==> config.mk <==
export PLATFORM = sky130hd
export DESIGN_NAME = float16_div
export DESIGN_NICKNAME = d
export VERILOG_FILES = /design/src/rtl/float16_div.sv
export SDC_FILE = /design/constraint.sdc
export NUM_CORES = 1
export LEC_CHECK = 0
export BUFFER_PORTS_ARGS = -buffer_cell sky130_fd_sc_hd__buf_2
export CELL_PAD_IN_SITES_DETAIL_PLACEMENT = 1
export CELL_PAD_IN_SITES_GLOBAL_PLACEMENT = 2
export CORE_MARGIN = 5
export CORE_UTILIZATION = 39
export CTS_BUF_LIST = sky130_fd_sc_hd__clkbuf_4 sky130_fd_sc_hd__clkbuf_8 sky130_fd_sc_hd__clkbuf_16
export CTS_CLUSTER_SIZE = 30
export DETAILED_ROUTE_END_ITERATION = 8
export PLACE_DENSITY = 0.87
export SETUP_SLACK_MARGIN = 0.15
export SLEW_MARGIN = 25
export SYNTH_ARGS = -nofsm -noshare
export SYNTH_HDL_FRONTEND = slang
export SYNTH_SLANG_ARGS = --single-unit
==> constraint.sdc <==
create_clock -name iClk -period 6.2 [get_ports iClk]
set_clock_uncertainty 0.1 [all_clocks]
set_input_delay 0.31 -clock iClk [delete_from_list [all_inputs] [get_ports iClk]]
set_output_delay 0.31 -clock iClk [all_outputs]
set_load 0.02 [all_outputs]
==> src/rtl/float16_div.sv <==
// Sign-magnitude divider: 31-bit product word over a 16-bit divisor.
// Fast paths finish in one cycle; the rest use a 15-step restoring loop.
module float16_div (
  input  logic        iClk,
  input  logic        iRst_n,
  input  logic        iStart,
  input  logic [30:0] iNum,
  input  logic [15:0] iDiv,
  output logic [15:0] oNum,
  output logic        oBusy,
  output logic        oDone,
  output logic        oDivZero,
  output logic        oOvf
);

  typedef enum logic [1:0] {
    IDLE = 2'd0,
    CALC = 2'd1,
    DONE = 2'd2
  } state_t;

  state_t      state;
  state_t      state_nxt;

  logic [14:0] rem;
  logic [14:0] lo;
  logic [13:0] quo;
  logic [14:0] dvs;
  logic        sgn;
  logic [3:0]  cnt;

  logic        is_unity;
  logic        is_zero;
  logic        num_zero;
  logic        is_ovf;
  logic        fast;
  logic        res_sgn;

  logic [15:0] shifted;
  logic        qbit;
  logic [14:0] rem_nxt;
  logic        last;

  // 16'h8000 is the unity code, so it is not treated as a zero divisor.
  assign is_unity = (iDiv == 16'h8000);
  assign is_zero  = (iDiv[14:0] == 15'd0) && !is_unity;
  assign num_zero = (iNum[29:0] == 30'd0);
  assign is_ovf   = (iNum[29:15] >= iDiv[14:0]);
  assign fast     = is_unity | is_zero | num_zero | is_ovf;
  assign res_sgn  = iNum[30] ^ iDiv[15];

  // Remainder stays below the divisor, so the shifted value fits 16 bits.
  assign shifted = {rem, lo[14]};
  assign qbit    = (shifted >= {1'b0, dvs});
  assign rem_nxt = qbit ? 15'(shifted - {1'b0, dvs})
                        : shifted[14:0];
  assign last    = (cnt == 4'd14);

  assign oBusy = (state == CALC);
  assign oDone = (state == DONE);

  // State register.
  always_ff @(posedge iClk or negedge iRst_n) begin
    if (!iRst_n) begin
      state <= IDLE;
    end else begin
      state <= state_nxt;
    end
  end

  // Next-state logic.
  always_comb begin
    state_nxt = state;
    unique case (state)
      IDLE: begin
        if (iStart) begin
          state_nxt = fast ? DONE : CALC;
        end
      end
      CALC: begin
        if (last) begin
          state_nxt = DONE;
        end
      end
      DONE: begin
        state_nxt = IDLE;
      end
      default: begin
        state_nxt = IDLE;
      end
    endcase
  end

  // Operand capture, fast-path results and restoring iterations.
  always_ff @(posedge iClk or negedge iRst_n) begin
    if (!iRst_n) begin
      rem      <= '0;
      lo       <= '0;
      quo      <= '0;
      dvs      <= '0;
      sgn      <= 1'b0;
      cnt      <= '0;
      oNum     <= '0;
      oDivZero <= 1'b0;
      oOvf     <= 1'b0;
    end else begin
      unique case (state)
        IDLE: begin
          if (iStart) begin
            rem      <= iNum[29:15];
            lo       <= iNum[14:0];
            quo      <= '0;
            dvs      <= iDiv[14:0];
            sgn      <= res_sgn;
            cnt      <= '0;
            oDivZero <= 1'b0;
            oOvf     <= 1'b0;
            if (is_unity) begin
              oNum <= iNum[30:15];
            end else if (is_zero) begin
              oNum     <= {res_sgn, 15'h7FFF};
              oDivZero <= 1'b1;
            end else if (num_zero) begin
              oNum <= 16'h0000;
            end else if (is_ovf) begin
              oNum <= {res_sgn, 15'h7FFF};
              oOvf <= 1'b1;
            end
          end
        end
        CALC: begin
          rem <= rem_nxt;
          lo  <= {lo[13:0], 1'b0};
          quo <= {quo[12:0], qbit};
          cnt <= cnt + 4'd1;
          if (last) begin
            oNum <= {sgn, quo, qbit};
          end
        end
        default: begin
        end
      endcase
    end
  end

endmodule

==> results of run 1 <==
==> worst min-delay path, cell delays in order <==
cell	delay (ps)
buf_2	90
nand3_1	50
nand2_1	60
==> layer usage <==
layer  vias up  global-route usage (%)  wire length (um)
met1      2140                   27.04              6708
li1       2049                       -                 -
met5         -                       0                 0
met4         0                   7.889               344
met3        22                   3.431               761
met2        97                   32.08              6845
==> metrics by stage <==
stage                     setup slack, ps  power [mW]
after detailed placement             2647       3.080
after floorplan                      3590       2.575
final                                2876       3.619
after CTS                            2645       3.646
after global placement               2771       2.996
after global routing                 2662       3.926
==> timing repair <==
item / 4_1_cts / 5_1_grt
setup buffers: 0 / 0
hold endpoints to repair: 24 / 0
hold buffers: 1 / 0
==> path summary, 6_finish.rpt <==
path | slack [ps] | cells past startpoint | endpoint
worst max-delay path | 2880 | 11 | rem[14]$_DFFE_PN0P_
worst min-delay path | 90 | 3 | lo[0]$_DFFE_PN0P_
worst max register to register | 2880 | 11 | rem[14]$_DFFE_PN0P_
worst min register to register | 380 | 2 | lo[0]$_DFFE_PN0P_
max in group asynchronous | 4560 | 3 | oNum[15]$_DFFE_PN0P_
min in group asynchronous | 300 | 2 | dvs[12]$_DFFE_PN0P_
==> sequential cells by signal (all words and copies together), names as in the netlist <==
name      count
lo           15
state         2
cnt           4
oNum         16
sgn           1
quo          14
oOvf          1
dvs          15
oDivZero      1
rem          15
==> synth_stat cells (9+ instances only) <==
library cell   n
dfrtp_1       84
nand2_1       80
mux2_4         9
a221o_1       14
o21ai_0       39
inv_1         36
nand3_1       10
clkbuf_1      13
ha_1          32
a21oi_1       15
a31oi_1       24
a22o_1        16
nor4_1        13
nor2_1        36
==> cells by family after synthesis <==
| kind of cell | count (synthesis) | synth area share, % |
|---|---|---|
| AND/OR/NAND/NOR | 170 | 15.89 |
| AO/OA/AOI/OAI | 150 | 20.94 |
| buffers and inverters | 65 | 5.802 |
| multiplexers | 21 | 5.254 |
| flip-flops | 84 | 41.83 |
| adder cells (fa/ha/maj) | 33 | 8.366 |
| XOR/XNOR | 11 | 1.917 |
==> power groups by stage <==
| stage | registers (mW) | logic [mW] | clock network, mW |
|---|---|---|---|
| 2_1_floorplan | 1.00 | 1.57 | 0 |
| 3_3_place_gp | 0.967 | 2.03 | 0 |
| 3_5_place_dp | 0.978 | 2.10 | 0 |
| 4_1_cts | 0.969 | 2.12 | 0.555 |
| 5_1_grt | 0.997 | 2.35 | 0.577 |
| 6_report | 0.967 | 2.11 | 0.543 |
==> final cells by class <==
type                       count  area, sq um
sequential                    84         2102
inverter                      37        138.9
multi-input combinational    385         2644
clock buffer                  11        252.7
tap                          172        215.2
clock inverter                 5        45.04
fill                        1491         6834
timing repair buffer          74        387.9
==> flow_summary.html, run 1 <==
<table>
<tr><th>Metric</th><th>Value</th></tr>
<tr><th colspan="2">Run status</th></tr>
<tr><td>Status</td><td>complete, no violations</td></tr>
<tr><th colspan="2">Yosys</th></tr>
<tr><td>Area share of the leading cell type in the synthesized netlist</td><td>41.83%</td></tr>
<tr><td>Fraction of the yosys area taken by sequential cells</td><td>roughly two fifths</td></tr>
<tr><td>Predominant post-synthesis flop cell</td><td>dfrtp_1</td></tr>
<tr><td>Cell area after synthesis</td><td>5025 sq um</td></tr>
<tr><td>Share of synthesized registers carrying an async set or reset</td><td>100.0%</td></tr>
<tr><td>Cell count after synthesis</td><td>roughly 530</td></tr>
<tr><td>Post-Synthesis Mean Instance Area</td><td>between 9 and 10 sq um</td></tr>
<tr><td>Post-synthesis cell type count</td><td>60</td></tr>
<tr><td>Synthesis-stage register bit count</td><td>84</td></tr>
<tr><td>Cell types occupying the most area after synthesis</td><td>dfrtp_1 42%, ha_1 8.0%, nand2_1 6.0%</td></tr>
<tr><td>Number of warnings issued by yosys</td><td>0</td></tr>
<tr><td>Yosys top cell by area</td><td>dfrtp_1</td></tr>
<tr><td>Number of flops mapped to enable cells by yosys</td><td>0</td></tr>
<tr><td>Post-synthesis net count</td><td>between 600 and 700</td></tr>
<tr><th colspan="2">Clock network</th></tr>
<tr><td>TritonCTS sink count</td><td>84</td></tr>
<tr><td>Number of levels the H-tree was split into</td><td>3</td></tr>
<tr><td>TritonCTS clock tree</td><td>yes</td></tr>
<tr><td>Number of buffers created by CTS</td><td>9</td></tr>
<tr><td>CTS Root Buffer Type</td><td>clkbuf_16</td></tr>
<tr><td>Maximum buffer depth of the clock tree</td><td>2</td></tr>
<tr><td>Clock Latency Late Sink</td><td>350 ps</td></tr>
<tr><td>Number of gates resized after CTS</td><td>0</td></tr>
<tr><td>Clock slew at reported path FFs</td><td>around 70 ps</td></tr>
<tr><th colspan="2">Power</th></tr>
<tr><td>Worst-case vdd ir drop</td><td>between 0.2 and 0.25 mV</td></tr>
<tr><td>Power Dens Cells</td><td>~630 nW/um^2</td></tr>
<tr><td>Leakage power of the design</td><td>2.720 nW</td></tr>
<tr><td>Sequential fraction of design power</td><td>a little over a quarter</td></tr>
<tr><td>Sw power</td><td>1.658 mW</td></tr>
<tr><td>Proportion of total power due to net switching</td><td>45.81%</td></tr>
<tr><td>Internal</td><td>roughly 2 mW</td></tr>
<tr><td>Clk network pwr share</td><td>~15%</td></tr>
<tr><td>Portion of total power attributed to combinational logic</td><td>58.3%</td></tr>
<tr><th colspan="2">Critical path</th></tr>
<tr><td>Critical path buffers and inverters</td><td>2</td></tr>
<tr><td>Worst Path Max Fanout</td><td>24</td></tr>
<tr><td>Start point of the critical path</td><td>lo[14]$_DFFE_PN0P_</td></tr>
<tr><td>CP Cell Sequence</td><td>inv_1 -&gt; ha_1 -&gt; inv_1 -&gt; fa_1 -&gt; a21o_1 -&gt; a221oi_2 -&gt; o211ai_1 -&gt; a21oi_4 -&gt; or2b_4 -&gt; a31oi_1 -&gt; a311o_1</td></tr>
<tr><td>Critical register-to-register path startpoint</td><td>lo[14]$_DFFE_PN0P_</td></tr>
<tr><td>Endpoint arrival time on the critical path</td><td>3450 ps</td></tr>
<tr><td>Cell type group with the largest total delay on the critical path</td><td>compound AO/OA/AOI/OAI gates</td></tr>
<tr><td>Critical path required time</td><td>between 6000 and 7000 ps</td></tr>
<tr><td>CP max-delay cell</td><td>a21oi_4</td></tr>
<tr><td>Critical Path Max Stage Delay</td><td>roughly 580 ps</td></tr>
<tr><td>Top cell by count, worst path</td><td>inv_1</td></tr>
<tr><td>Startpoint class of the critical path</td><td>flip-flop</td></tr>
<tr><td>Type of the worst setup path</td><td>flip-flop to flip-flop</td></tr>
<tr><td>Critical path capture point type</td><td>flip-flop</td></tr>
<tr><th colspan="2">Layout</th></tr>
<tr><td>Final cell area excluding filler cells</td><td>about 5800 sq um</td></tr>
<tr><td>Final nets</td><td>between 600 and 700</td></tr>
<tr><td>Commonest non-fill, non-tap cells in the layout</td><td>84 x dfrtp_1, 80 x nand2_1, 68 x buf_2</td></tr>
<tr><td>Most common cell after layout, fill and taps aside</td><td>dfrtp_1</td></tr>
<tr><td>Number of antenna cells inserted</td><td>0</td></tr>
<tr><td>Fin cells</td><td>between 700 and 800</td></tr>
<tr><td>Final core utilization</td><td>approximately 46%</td></tr>
<tr><td>Ratio of cells with drive above 1 in the final layout</td><td>between 20% and 30%</td></tr>
<tr><td>Growth of design area from synthesis to finish</td><td>15.14%</td></tr>
<tr><th colspan="2">Floorplan</th></tr>
<tr><td>Chip Height</td><td>about 120 um</td></tr>
<tr><td>Die width</td><td>~120 um</td></tr>
<tr><td>Area enclosed by the die boundary</td><td>around 15000 sq um</td></tr>
<tr><td>Effective utilization at floorplan</td><td>between 30 and 40%</td></tr>
<tr><td>Standard cell core area</td><td>~13000 sq um</td></tr>
<tr><td>I/O pins</td><td>70</td></tr>
<tr><td>Rows</td><td>41</td></tr>
<tr><th colspan="2">Timing</th></tr>
<tr><td>Transition at the pin with the smallest max-transition slack</td><td>slightly below 1000 ps</td></tr>
<tr><td>Worst slew margin</td><td>35.65%</td></tr>
<tr><td>Post-route fraction of the period consumed by the critical path</td><td>53.61%</td></tr>
<tr><td>Hold Slack</td><td>~95 ps</td></tr>
<tr><td>Setup-violating endpoint count in the final report</td><td>0</td></tr>
<tr><td>Total negative slack for setup checks</td><td>0 ps</td></tr>
<tr><td>Post-route minimum period</td><td>around 3300 ps</td></tr>
<tr><td>Fmax</td><td>roughly 300 MHz</td></tr>
<tr><td>Final Hold Violating Endpoints</td><td>0</td></tr>
<tr><td>Final count of pins violating max slew</td><td>0</td></tr>
<tr><td>Unrepaired setup endpoints after global routing</td><td>false</td></tr>
<tr><th colspan="2">Placement</th></tr>
<tr><td>Placed Instance Area</td><td>5470 sq um</td></tr>
<tr><td>Final GP Congestion</td><td>a little over 0.8</td></tr>
<tr><td>DP Cell Count</td><td>about 750</td></tr>
<tr><td>Final HPWL DP</td><td>approximately 11 mm</td></tr>
<tr><td>Number of I/O port buffers</td><td>around 70</td></tr>
<tr><th colspan="2">Global route</th></tr>
<tr><td>Remaining Overflow, GRT</td><td>0</td></tr>
<tr><td>Wire length of the first global-routing pass</td><td>between 20 and 25 mm</td></tr>
<tr><td>Total Routing Usage GR</td><td>roughly 20%</td></tr>
<tr><td>Initial antenna violation count</td><td>0</td></tr>
<tr><td>Number of global-route vias before repair</td><td>around 4500</td></tr>
<tr><td>Maximum number of pins on one net before global-route repair</td><td>61</td></tr>
<tr><th colspan="2">Drt</th></tr>
<tr><td>DRC errors left</td><td>0</td></tr>
<tr><td>Vias</td><td>around 4300</td></tr>
<tr><td>Via density per instance</td><td>5.609</td></tr>
<tr><td>Number of search-and-repair iterations in the first detailed-routing pass</td><td>4</td></tr>
<tr><td>Wire per inst</td><td>approximately 19 um</td></tr>
<tr><td>Antenna-violating nets left</td><td>0</td></tr>
<tr><td>Iteration-0 DRC Markers</td><td>between 200 and 250</td></tr>
<tr><td>Total detailed-routing wirelength</td><td>14.66 mm</td></tr>
<tr><th colspan="2">Hold path</th></tr>
<tr><td>HP Start</td><td>iNum[0]</td></tr>
<tr><td>Hold Crit Class</td><td>primary input to flip-flop</td></tr>
<tr><th colspan="2">Flow run</th></tr>
<tr><td>MaxCap Viol Count</td><td>0</td></tr>
</table>
Note: power is estimated with default switching activity, not from simulation.
==> inputs of run 2 (changes only) <==
--- a/config.mk
+++ b/config.mk
@@ -5,15 +5,16 @@
 export SDC_FILE = /design/constraint.sdc
 export NUM_CORES = 1
 export LEC_CHECK = 0
+export ABC_AREA = 1
 export BUFFER_PORTS_ARGS = -buffer_cell sky130_fd_sc_hd__buf_2
 export CELL_PAD_IN_SITES_DETAIL_PLACEMENT = 1
 export CELL_PAD_IN_SITES_GLOBAL_PLACEMENT = 2
 export CORE_MARGIN = 5
-export CORE_UTILIZATION = 39
+export CORE_UTILIZATION = 30
 export CTS_BUF_LIST = sky130_fd_sc_hd__clkbuf_4 sky130_fd_sc_hd__clkbuf_8 sky130_fd_sc_hd__clkbuf_16
 export CTS_CLUSTER_SIZE = 30
 export DETAILED_ROUTE_END_ITERATION = 8
-export PLACE_DENSITY = 0.87
+export PLACE_DENSITY = 0.78
 export SETUP_SLACK_MARGIN = 0.15
 export SLEW_MARGIN = 25
 export SYNTH_ARGS = -nofsm -noshare
==> constraint.sdc (replaced) <==
create_clock -name iClk -period 2.9 [get_ports iClk]
set_clock_uncertainty 0.1 [all_clocks]
set_input_delay 0.145 -clock iClk [delete_from_list [all_inputs] [get_ports iClk]]
set_output_delay 0.145 -clock iClk [all_outputs]
set_load 0.02 [all_outputs]
==> run 2 against run 1 <==
Compared with the run above: synthesized cell count grew 51%; first-iteration DRC count increased by 27%; hold slack worse by 87 ps; die area up 42%; via count up 23%; setup slack got worse by 2500 ps; non-clock buffer count increased by 7; core utilization shrank 11 points; total power is 130% higher; clock-buffer cell count is 2 lower; clock power rose by 130%; critical endpoint is now lo[0]$_DFFE_PN0P_; largest power group unchanged.
==> flow_summary.html, run 2 <==
<table>
<tr><th>Metric</th><th>Value</th></tr>
<tr><th colspan="2">Yosys</th></tr>
<tr><td>Fraction of the mapped netlist area in compound gates</td><td>~11%</td></tr>
<tr><td>Cell types occupying the most area after synthesis</td><td>dfrtp_1 37%, nand2_1 14%, inv_1 7.9%</td></tr>
<tr><td>Post-Synthesis Mean Instance Area</td><td>roughly 7.0 sq um</td></tr>
<tr><td>Fraction of synthesized cell area in xor and xnor cells</td><td>under 10%</td></tr>
<tr><td>Cell area after synthesis</td><td>roughly 5700 sq um</td></tr>
<tr><td>Post-synthesis cell type count</td><td>40</td></tr>
<tr><td>Most common cell in the synthesized netlist</td><td>nand2_1</td></tr>
<tr><td>Most frequent cells after synthesis</td><td>217 x nand2_1, 119 x inv_1, 101 x nor2_1</td></tr>
<tr><td>Predominant post-synthesis flop cell</td><td>dfrtp_1</td></tr>
<tr><td>Simple logic cell fraction of the synthesized area</td><td>32.38%</td></tr>
<tr><td>Synthesis-stage register bit count</td><td>between 80 and 90</td></tr>
<tr><td>Post-synthesis net count</td><td>887</td></tr>
<tr><td>Multiplexer area fraction after synthesis</td><td>0%</td></tr>
<tr><td>Adder-cell share of the synthesized area</td><td>roughly 7.4%</td></tr>
<tr><td>Area share of the leading cell type in the synthesized netlist</td><td>between 30% and 40%</td></tr>
<tr><td>Number of warnings issued by yosys</td><td>0</td></tr>
<tr><td>Cell count after synthesis</td><td>between 800 and 900</td></tr>
<tr><td>Yosys top cell by area</td><td>dfrtp_1</td></tr>
<tr><td>Share of synthesized registers carrying an async set or reset</td><td>100.0%</td></tr>
<tr><td>Number of flops mapped to enable cells by yosys</td><td>0</td></tr>
<tr><td>Fraction of the yosys area taken by sequential cells</td><td>around 37%</td></tr>
<tr><td>Main combinational cell family by area after synthesis</td><td>simple AND/OR/NAND/NOR gates</td></tr>
<tr><th colspan="2">Global route</th></tr>
<tr><td>Remaining Overflow, GRT</td><td>0</td></tr>
<tr><td>Total Routing Usage GR</td><td>18.02%</td></tr>
<tr><td>Number of global-route vias before repair</td><td>between 5000 and 6000</td></tr>
<tr><td>Wire length of the first global-routing pass</td><td>a little over 30 mm</td></tr>
<tr><td>Maximum number of pins on one net before global-route repair</td><td>52</td></tr>
<tr><td>Initial antenna violation count</td><td>0</td></tr>
<tr><th colspan="2">Critical path</th></tr>
<tr><td>Critical path capture point type</td><td>flip-flop</td></tr>
<tr><td>Critical register-to-register path startpoint</td><td>state[1]$_DFFE_PN0P_</td></tr>
<tr><td>Worst Path Max Fanout</td><td>19</td></tr>
<tr><td>FF-to-FF path depth</td><td>7</td></tr>
<tr><td>Endpoint of the lowest-slack register-to-register path</td><td>lo[0]$_DFFE_PN0P_</td></tr>
<tr><td>Critical path required time</td><td>approximately 3000 ps</td></tr>
<tr><td>Startpoint class of the critical path</td><td>flip-flop</td></tr>
<tr><td>Type of the worst setup path</td><td>flip-flop to flip-flop</td></tr>
<tr><td>Reg2Reg Setup Slack</td><td>approximately 370 ps</td></tr>
<tr><td>Endpoint arrival time on the critical path</td><td>2680 ps</td></tr>
<tr><th colspan="2">Placement</th></tr>
<tr><td>Number of I/O port buffers</td><td>69</td></tr>
<tr><td>Final HPWL DP</td><td>around 15 mm</td></tr>
<tr><td>Final GP Congestion</td><td>around 0.91</td></tr>
<tr><td>DP Cell Count</td><td>around 1100</td></tr>
<tr><th colspan="2">Floorplan</th></tr>
<tr><td>Die width</td><td>~150 um</td></tr>
<tr><td>Effective utilization at floorplan</td><td>between 30% and 40%</td></tr>
<tr><td>I/O pins</td><td>70</td></tr>
<tr><td>Chip Height</td><td>~150 um</td></tr>
<tr><td>Standard cell core area</td><td>between 15000 and 20000 sq um</td></tr>
<tr><td>Rows</td><td>50</td></tr>
<tr><td>Area enclosed by the die boundary</td><td>21710 sq um</td></tr>
<tr><th colspan="2">Timing</th></tr>
<tr><td>Final count of pins violating max slew</td><td>0</td></tr>
<tr><td>Fmax</td><td>between 300 and 400 MHz</td></tr>
<tr><td>Transition at the pin with the smallest max-transition slack</td><td>between 500 and 600 ps</td></tr>
<tr><td>Post-route fraction of the period consumed by the critical path</td><td>roughly 87%</td></tr>
<tr><td>Unrepaired setup endpoints after global routing</td><td>false</td></tr>
<tr><td>Setup-violating endpoint count in the final report</td><td>0</td></tr>
<tr><td>Total negative slack for setup checks</td><td>0 ps</td></tr>
<tr><td>Final Hold Violating Endpoints</td><td>0</td></tr>
<tr><td>Worst slew margin</td><td>roughly 63%</td></tr>
<tr><td>Post-route minimum period</td><td>roughly 2500 ps</td></tr>
<tr><th colspan="2">Hold path</th></tr>
<tr><td>HP Start</td><td>iDiv[4]</td></tr>
<tr><td>Number of cells on the worst hold path</td><td>3</td></tr>
<tr><td>Hold Crit Class</td><td>primary input to flip-flop</td></tr>
<tr><td>Hold-critical path endpoint</td><td>dvs[4]$_DFFE_PN0P_</td></tr>
<tr><th colspan="2">Flow run</th></tr>
<tr><td>MaxCap Viol Count</td><td>0</td></tr>
<tr><th colspan="2">Clock network</th></tr>
<tr><td>TritonCTS clock tree</td><td>yes</td></tr>
<tr><td>TritonCTS sink count</td><td>84</td></tr>
<tr><td>Clock slew at reported path FFs</td><td>about 70 ps</td></tr>
<tr><td>Maximum buffer depth of the clock tree</td><td>2</td></tr>
<tr><td>Number of buffers created by CTS</td><td>9</td></tr>
<tr><td>CTS Root Buffer Type</td><td>clkbuf_16</td></tr>
<tr><td>Clock Latency Late Sink</td><td>between 300 and 400 ps</td></tr>
<tr><td>Number of levels the H-tree was split into</td><td>3</td></tr>
<tr><th colspan="2">Layout</th></tr>
<tr><td>Growth of design area from synthesis to finish</td><td>16.23%</td></tr>
<tr><td>Number of antenna cells inserted</td><td>0</td></tr>
<tr><td>Flip-flop count of the largest register after layout</td><td>16</td></tr>
<tr><td>Fin cells</td><td>1109</td></tr>
<tr><td>Ratio of cells with drive above 1 in the final layout</td><td>between 10% and 20%</td></tr>
<tr><td>Final nets</td><td>roughly 950</td></tr>
<tr><td>Commonest non-fill, non-tap cells in the layout</td><td>217 x nand2_1, 119 x inv_1, 100 x nor2_1</td></tr>
<tr><td>Register bank with the most flops</td><td>oNum</td></tr>
<tr><td>Most common cell after layout, fill and taps aside</td><td>nand2_1</td></tr>
<tr><th colspan="2">Drt</th></tr>
<tr><td>Antenna-violating nets left</td><td>0</td></tr>
<tr><td>Iteration-0 DRC Markers</td><td>about 320</td></tr>
<tr><td>DRC errors left</td><td>0</td></tr>
<tr><td>Total detailed-routing wirelength</td><td>~19 mm</td></tr>
<tr><td>Wire per inst</td><td>~17 um</td></tr>
<tr><td>Via density per instance</td><td>4.789</td></tr>
<tr><td>Number of search-and-repair iterations in the first detailed-routing pass</td><td>4</td></tr>
<tr><td>Vias</td><td>between 5000 and 6000</td></tr>
<tr><th colspan="2">Power</th></tr>
<tr><td>Worst-case vdd ir drop</td><td>approximately 0.47 mV</td></tr>
<tr><td>Proportion of total power due to net switching</td><td>50.89%</td></tr>
<tr><td>Sw power</td><td>approximately 4.3 mW</td></tr>
<tr><td>Power Dens Cells</td><td>between 1000 and 1500 nW/um^2</td></tr>
<tr><td>Clk network pwr share</td><td>around 15%</td></tr>
<tr><td>Portion of total power attributed to combinational logic</td><td>about three fifths</td></tr>
<tr><td>Power Total</td><td>~8.4 mW</td></tr>
<tr><td>Internal</td><td>roughly 4.1 mW</td></tr>
<tr><td>Leakage power of the design</td><td>between 3 and 4 nW</td></tr>
<tr><td>Sequential fraction of design power</td><td>roughly a quarter</td></tr>
<tr><th colspan="2">Run status</th></tr>
<tr><td>Status</td><td>complete, no violations</td></tr>
</table>
run 2: metrics by stage:
| stage | util [%] | area [sq um] | setup WS [ps] | hold slack [ps] |
|---|---|---|---|---|
| floorplan | - | 5658 | 716.1 | -250.6 |
| global placement | 33.38 | 6223 | 569.5 | 68.46 |
| detailed placement | 33.38 | 6223 | 475.8 | 70.66 |
| CTS | 35.25 | 6571 | 246.5 | 1.883 |
| global route | 35.28 | 6576 | 239.8 | 14.59 |
| finish | 35.28 | 6576 | 368.2 | 7.605 |
run 2: final cells by class:
cell class	instances	area, sq um
fill	2407	12070
multi-input combinational	572	2955
sequential	84	2102
timing repair buffer	81	460.4
inverter	122	457.9
tap	234	292.8
clock buffer	9	225.2
clock inverter	7	82.58
run 2: power by group through the flow:
stage / clock network, mW / registers [mW] / logic, mW
global route: 1.34 / 2.14 / 5.76
finish: 1.26 / 2.08 / 5.04
global placement: 0 / 2.10 / 4.98
detailed placement: 0 / 2.11 / 5.04
floorplan: 0 / 2.13 / 3.67
CTS: 1.29 / 2.09 / 5.09
run 2: critical path, cell delays in order (launching register included):
cell	delay [ps]
dfrtp_1	450
nor2_2	270
nand2_2	130
nand2_4	200
buf_4	270
inv_2	200
a32o_1	250
dlygate4sd3_1	540
run 2: routing by layer:
layer | global-route usage, % | share of wire (%) | vias up
li1 | - | - | 2678
met1 | 24.64 | 48 | 2529
met2 | 29.35 | 47 | 87
met3 | 3.640 | 3.3 | 17
met4 | 4.380 | 1.4 | 0
met5 | 0 | 0 | -
run 2: kinds of logic after synthesis:
kind of cell               count (synthesis)
adders and majority gates                 33
xor gates and xnor gates                   7
DFF                                       84
AOI/OAI and AO/OA                        111
buffers and inverters                    148
and+or+nand+nor                          421
run 2: worst max-delay path by stage:
stage / startpoint / endpoint / slack (ps) / cells past startpoint
after floorplan: lo[14]$_DFFE_PN0P_ / rem[10]$_DFFE_PN0P_ / 720 / 14
after global placement: lo[14]$_DFFE_PN0P_ / oNum[0]$_DFFE_PN0P_ / 570 / 14
after detailed placement: lo[14]$_DFFE_PN0P_ / oNum[0]$_DFFE_PN0P_ / 480 / 14
after CTS: state[1]$_DFFE_PN0P_ / lo[0]$_DFFE_PN0P_ / 250 / 7
after global routing: state[1]$_DFFE_PN0P_ / lo[0]$_DFFE_PN0P_ / 240 / 7
final: state[1]$_DFFE_PN0P_ / lo[0]$_DFFE_PN0P_ / 370 / 7
run 2: what timing repair did:
| action | 4_1_cts | 5_1_grt |
|---|---|---|
| hold endpoints to repair | 41 | 0 |
| setup endpoints to repair | 0 | 1 |
| hold buffers | 4 | 0 |
| resized for setup | 0 | 1 |
| buffers inserted | 0 | 0 |
==> inputs of run 3 (changes only) <==
--- a/config.mk
+++ b/config.mk
@@ -15,6 +15,7 @@
 export CTS_CLUSTER_SIZE = 30
 export DETAILED_ROUTE_END_ITERATION = 8
 export PLACE_DENSITY = 0.78
+export RECOVER_POWER = 25
 export SETUP_SLACK_MARGIN = 0.15
 export SLEW_MARGIN = 25
 export SYNTH_ARGS = -nofsm -noshare
==> run 3 against run 2 <==
Compared with the run above: sequential power is essentially flat; core utilization shrank 0.067 points; setup slack lost 1.8 ps; cell count is the same; register-to-register slack is essentially flat; flip-flop and latch count is the same.
==> flow_summary.html, run 3 (synthesis results as in run 2) <==
<table>
<tr><th>Metric</th><th>Value</th></tr>
<tr><th colspan="2">Global route</th></tr>
<tr><td>Initial antenna violation count</td><td>0</td></tr>
<tr><td>Maximum number of pins on one net before global-route repair</td><td>between 50 and 60</td></tr>
<tr><td>Remaining Overflow, GRT</td><td>0</td></tr>
<tr><td>Wire length of the first global-routing pass</td><td>30.76 mm</td></tr>
<tr><td>Number of global-route vias before repair</td><td>5619</td></tr>
<tr><td>Total Routing Usage GR</td><td>a little under a fifth</td></tr>
<tr><th colspan="2">Clock network</th></tr>
<tr><td>Number of buffers created by CTS</td><td>9</td></tr>
<tr><td>Clock Latency Late Sink</td><td>360 ps</td></tr>
<tr><td>CTS Root Buffer Type</td><td>clkbuf_16</td></tr>
<tr><td>Number of levels the H-tree was split into</td><td>3</td></tr>
<tr><td>Maximum buffer depth of the clock tree</td><td>2</td></tr>
<tr><td>Number of buffers inserted by post-CTS setup repair</td><td>0</td></tr>
<tr><td>TritonCTS clock tree</td><td>yes</td></tr>
<tr><td>TritonCTS sink count</td><td>between 80 and 90</td></tr>
<tr><td>Clock slew at reported path FFs</td><td>about 70 ps</td></tr>
<tr><th colspan="2">Timing</th></tr>
<tr><td>Final Hold Violating Endpoints</td><td>0</td></tr>
<tr><td>Transition at the pin with the smallest max-transition slack</td><td>approximately 1100 ps</td></tr>
<tr><td>Setup-violating endpoint count in the final report</td><td>0</td></tr>
<tr><td>Post-route minimum period</td><td>approximately 2500 ps</td></tr>
<tr><td>Post-route fraction of the period consumed by the critical path</td><td>87.37%</td></tr>
<tr><td>Total negative slack for setup checks</td><td>0 ps</td></tr>
<tr><td>Final count of pins violating max slew</td><td>0</td></tr>
<tr><td>Worst slew margin</td><td>roughly 29%</td></tr>
<tr><td>Worst setup margin</td><td>366.4 ps</td></tr>
<tr><td>Unrepaired setup endpoints after global routing</td><td>false</td></tr>
<tr><td>Fmax</td><td>between 300 and 400 MHz</td></tr>
<tr><th colspan="2">Critical path</th></tr>
<tr><td>Critical register-to-register path startpoint</td><td>state[1]$_DFFE_PN0P_</td></tr>
<tr><td>Endpoint arrival time on the critical path</td><td>about 2700 ps</td></tr>
<tr><td>FF-to-FF path depth</td><td>7</td></tr>
<tr><td>Type of the worst setup path</td><td>flip-flop to flip-flop</td></tr>
<tr><td>Critical path capture point type</td><td>flip-flop</td></tr>
<tr><td>Startpoint class of the critical path</td><td>flip-flop</td></tr>
<tr><td>Critical path required time</td><td>slightly above 3000 ps</td></tr>
<tr><td>Start point of the critical path</td><td>state[1]$_DFFE_PN0P_</td></tr>
<tr><td>Worst Path Max Fanout</td><td>19</td></tr>
<tr><th colspan="2">Drt</th></tr>
<tr><td>Via density per instance</td><td>~4.8</td></tr>
<tr><td>Number of search-and-repair iterations in the first detailed-routing pass</td><td>4</td></tr>
<tr><td>Total detailed-routing wirelength</td><td>18.85 mm</td></tr>
<tr><td>Antenna-violating nets left</td><td>0</td></tr>
<tr><td>Wire per inst</td><td>roughly 17 um</td></tr>
<tr><td>Iteration-0 DRC Markers</td><td>roughly 320</td></tr>
<tr><td>DRC errors left</td><td>0</td></tr>
<tr><td>Vias</td><td>between 5000 and 6000</td></tr>
<tr><th colspan="2">Power</th></tr>
<tr><td>Power Dens Cells</td><td>between 1000 and 1500 nW/um^2</td></tr>
<tr><td>Sequential fraction of design power</td><td>24.8%</td></tr>
<tr><td>Proportion of total power due to net switching</td><td>between 50% and 60%</td></tr>
<tr><td>Portion of total power attributed to combinational logic</td><td>60.1%</td></tr>
<tr><td>Sw power</td><td>approximately 4.3 mW</td></tr>
<tr><td>Clk network pwr share</td><td>15.1%</td></tr>
<tr><td>Leakage power of the design</td><td>roughly 3.4 nW</td></tr>
<tr><td>Power Total</td><td>~8.4 mW</td></tr>
<tr><td>Worst-case vdd ir drop</td><td>0.4707 mV</td></tr>
<tr><td>Internal</td><td>about 4.1 mW</td></tr>
<tr><th colspan="2">Flow run</th></tr>
<tr><td>MaxCap Viol Count</td><td>0</td></tr>
<tr><th colspan="2">Hold path</th></tr>
<tr><td>HP Start</td><td>iDiv[4]</td></tr>
<tr><td>Number of cells on the worst hold path</td><td>3</td></tr>
<tr><td>Hold Crit Class</td><td>primary input to flip-flop</td></tr>
<tr><th colspan="2">Run status</th></tr>
<tr><td>Status</td><td>complete, no violations</td></tr>
<tr><th colspan="2">Layout</th></tr>
<tr><td>Ratio of cells with drive above 1 in the final layout</td><td>13.14%</td></tr>
<tr><td>Commonest non-fill, non-tap cells in the layout</td><td>217 x nand2_1, 119 x inv_1, 100 x nor2_1</td></tr>
<tr><td>Register area</td><td>2102 sq um</td></tr>
<tr><td>Growth of design area from synthesis to finish</td><td>16.01%</td></tr>
<tr><td>Most common cell after layout, fill and taps aside</td><td>nand2_1</td></tr>
<tr><td>Register bank with the most flops</td><td>oNum</td></tr>
<tr><td>Final core utilization</td><td>around a third</td></tr>
<tr><td>Flip-flop count of the largest register after layout</td><td>16</td></tr>
<tr><td>Number of antenna cells inserted</td><td>0</td></tr>
<tr><td>Fin cells</td><td>between 1000 and 1500</td></tr>
<tr><td>Area used by multi-input combinational logic</td><td>2955 sq um</td></tr>
<tr><td>Final nets</td><td>approximately 950</td></tr>
<tr><td>Fillers</td><td>between 2000 and 2500</td></tr>
<tr><th colspan="2">Floorplan</th></tr>
<tr><td>Die width</td><td>147.3 um</td></tr>
<tr><td>Area enclosed by the die boundary</td><td>21710 sq um</td></tr>
<tr><td>Rows</td><td>50</td></tr>
<tr><td>I/O pins</td><td>70</td></tr>
<tr><td>Chip Height</td><td>between 100 and 150 um</td></tr>
<tr><td>Effective utilization at floorplan</td><td>30.35%</td></tr>
<tr><td>Standard cell core area</td><td>18640 sq um</td></tr>
<tr><th colspan="2">Placement</th></tr>
<tr><td>Number of I/O port buffers</td><td>69</td></tr>
<tr><td>Pre-CTS WS</td><td>475.8 ps</td></tr>
<tr><td>Final HPWL DP</td><td>around 15 mm</td></tr>
<tr><td>Final GP Congestion</td><td>between 0.9 and 1</td></tr>
<tr><td>DP Cell Count</td><td>~1100</td></tr>
</table>
run 3: worst paths after layout:
path	end	slack, ps
worst min-delay path	dvs[4]$_DFFE_PN0P_	8
worst min register to register	oNum[2]$_DFFE_PN0P_	380
min in group asynchronous	oNum[11]$_DFFE_PN0P_	410
worst max register to register	lo[0]$_DFFE_PN0P_	370
max in group asynchronous	dvs[3]$_DFFE_PN0P_	1450
worst max-delay path	lo[0]$_DFFE_PN0P_	370
run 3: power groups by stage:
stage | logic, mW | clock network (mW) | registers (mW)
4_1_cts | 5.09 | 1.29 | 2.09
5_1_grt | 5.75 | 1.34 | 2.15
2_1_floorplan | 3.67 | 0 | 2.13
3_3_place_gp | 4.98 | 0 | 2.10
6_report | 5.03 | 1.26 | 2.08
3_5_place_dp | 5.04 | 0 | 2.11
run 3: per-stage QoR:
| stage | cell area, sq um | hold slack, ps |
|---|---|---|
| after floorplan | 5658 | -250.6 |
| after CTS | 6571 | 1.883 |
| final | 6564 | 7.997 |
| after global routing | 6564 | 14.59 |
| after detailed placement | 6223 | 70.66 |
| after global placement | 6223 | 68.46 |
run 3: final cells by class:
type | instances | share of cell area, %
clock buffers | 9 | 3.431
clock inverters | 7 | 1.258
inverters | 122 | 6.977
multi-input cells | 572 | 45.02
flip-flops and latches | 84 | 32.02
well taps | 234 | 4.461
repair buffers | 81 | 6.824
run 3: what timing repair did:
item | in CTS | in global routing
endpoints found under the setup margin | 0 | 1
hold buffers | 4 | 0
endpoints found under the hold margin | 41 | 0
gates resized for setup | 0 | 1
run 3: routing by layer:
layer  routed length [um]  part of all wire (%)  track usage, %  vias up
met5                    0                     0               0        -
met4                  272                   1.4           4.380        0
met3                  639                   3.4           3.640       17
met2                 8879                    47           29.35       87
met1                 9059                    48           24.64     2523
li1                     -                     -               -     2679
run 3: critical path, cell delays in order, from the launching register on:
cell	delay, ps
dfrtp_1	450
nor2_2	270
nand2_2	130
nand2_4	200
buf_4	270
inv_2	200
a32o_1	250
dlygate4sd3_1	540
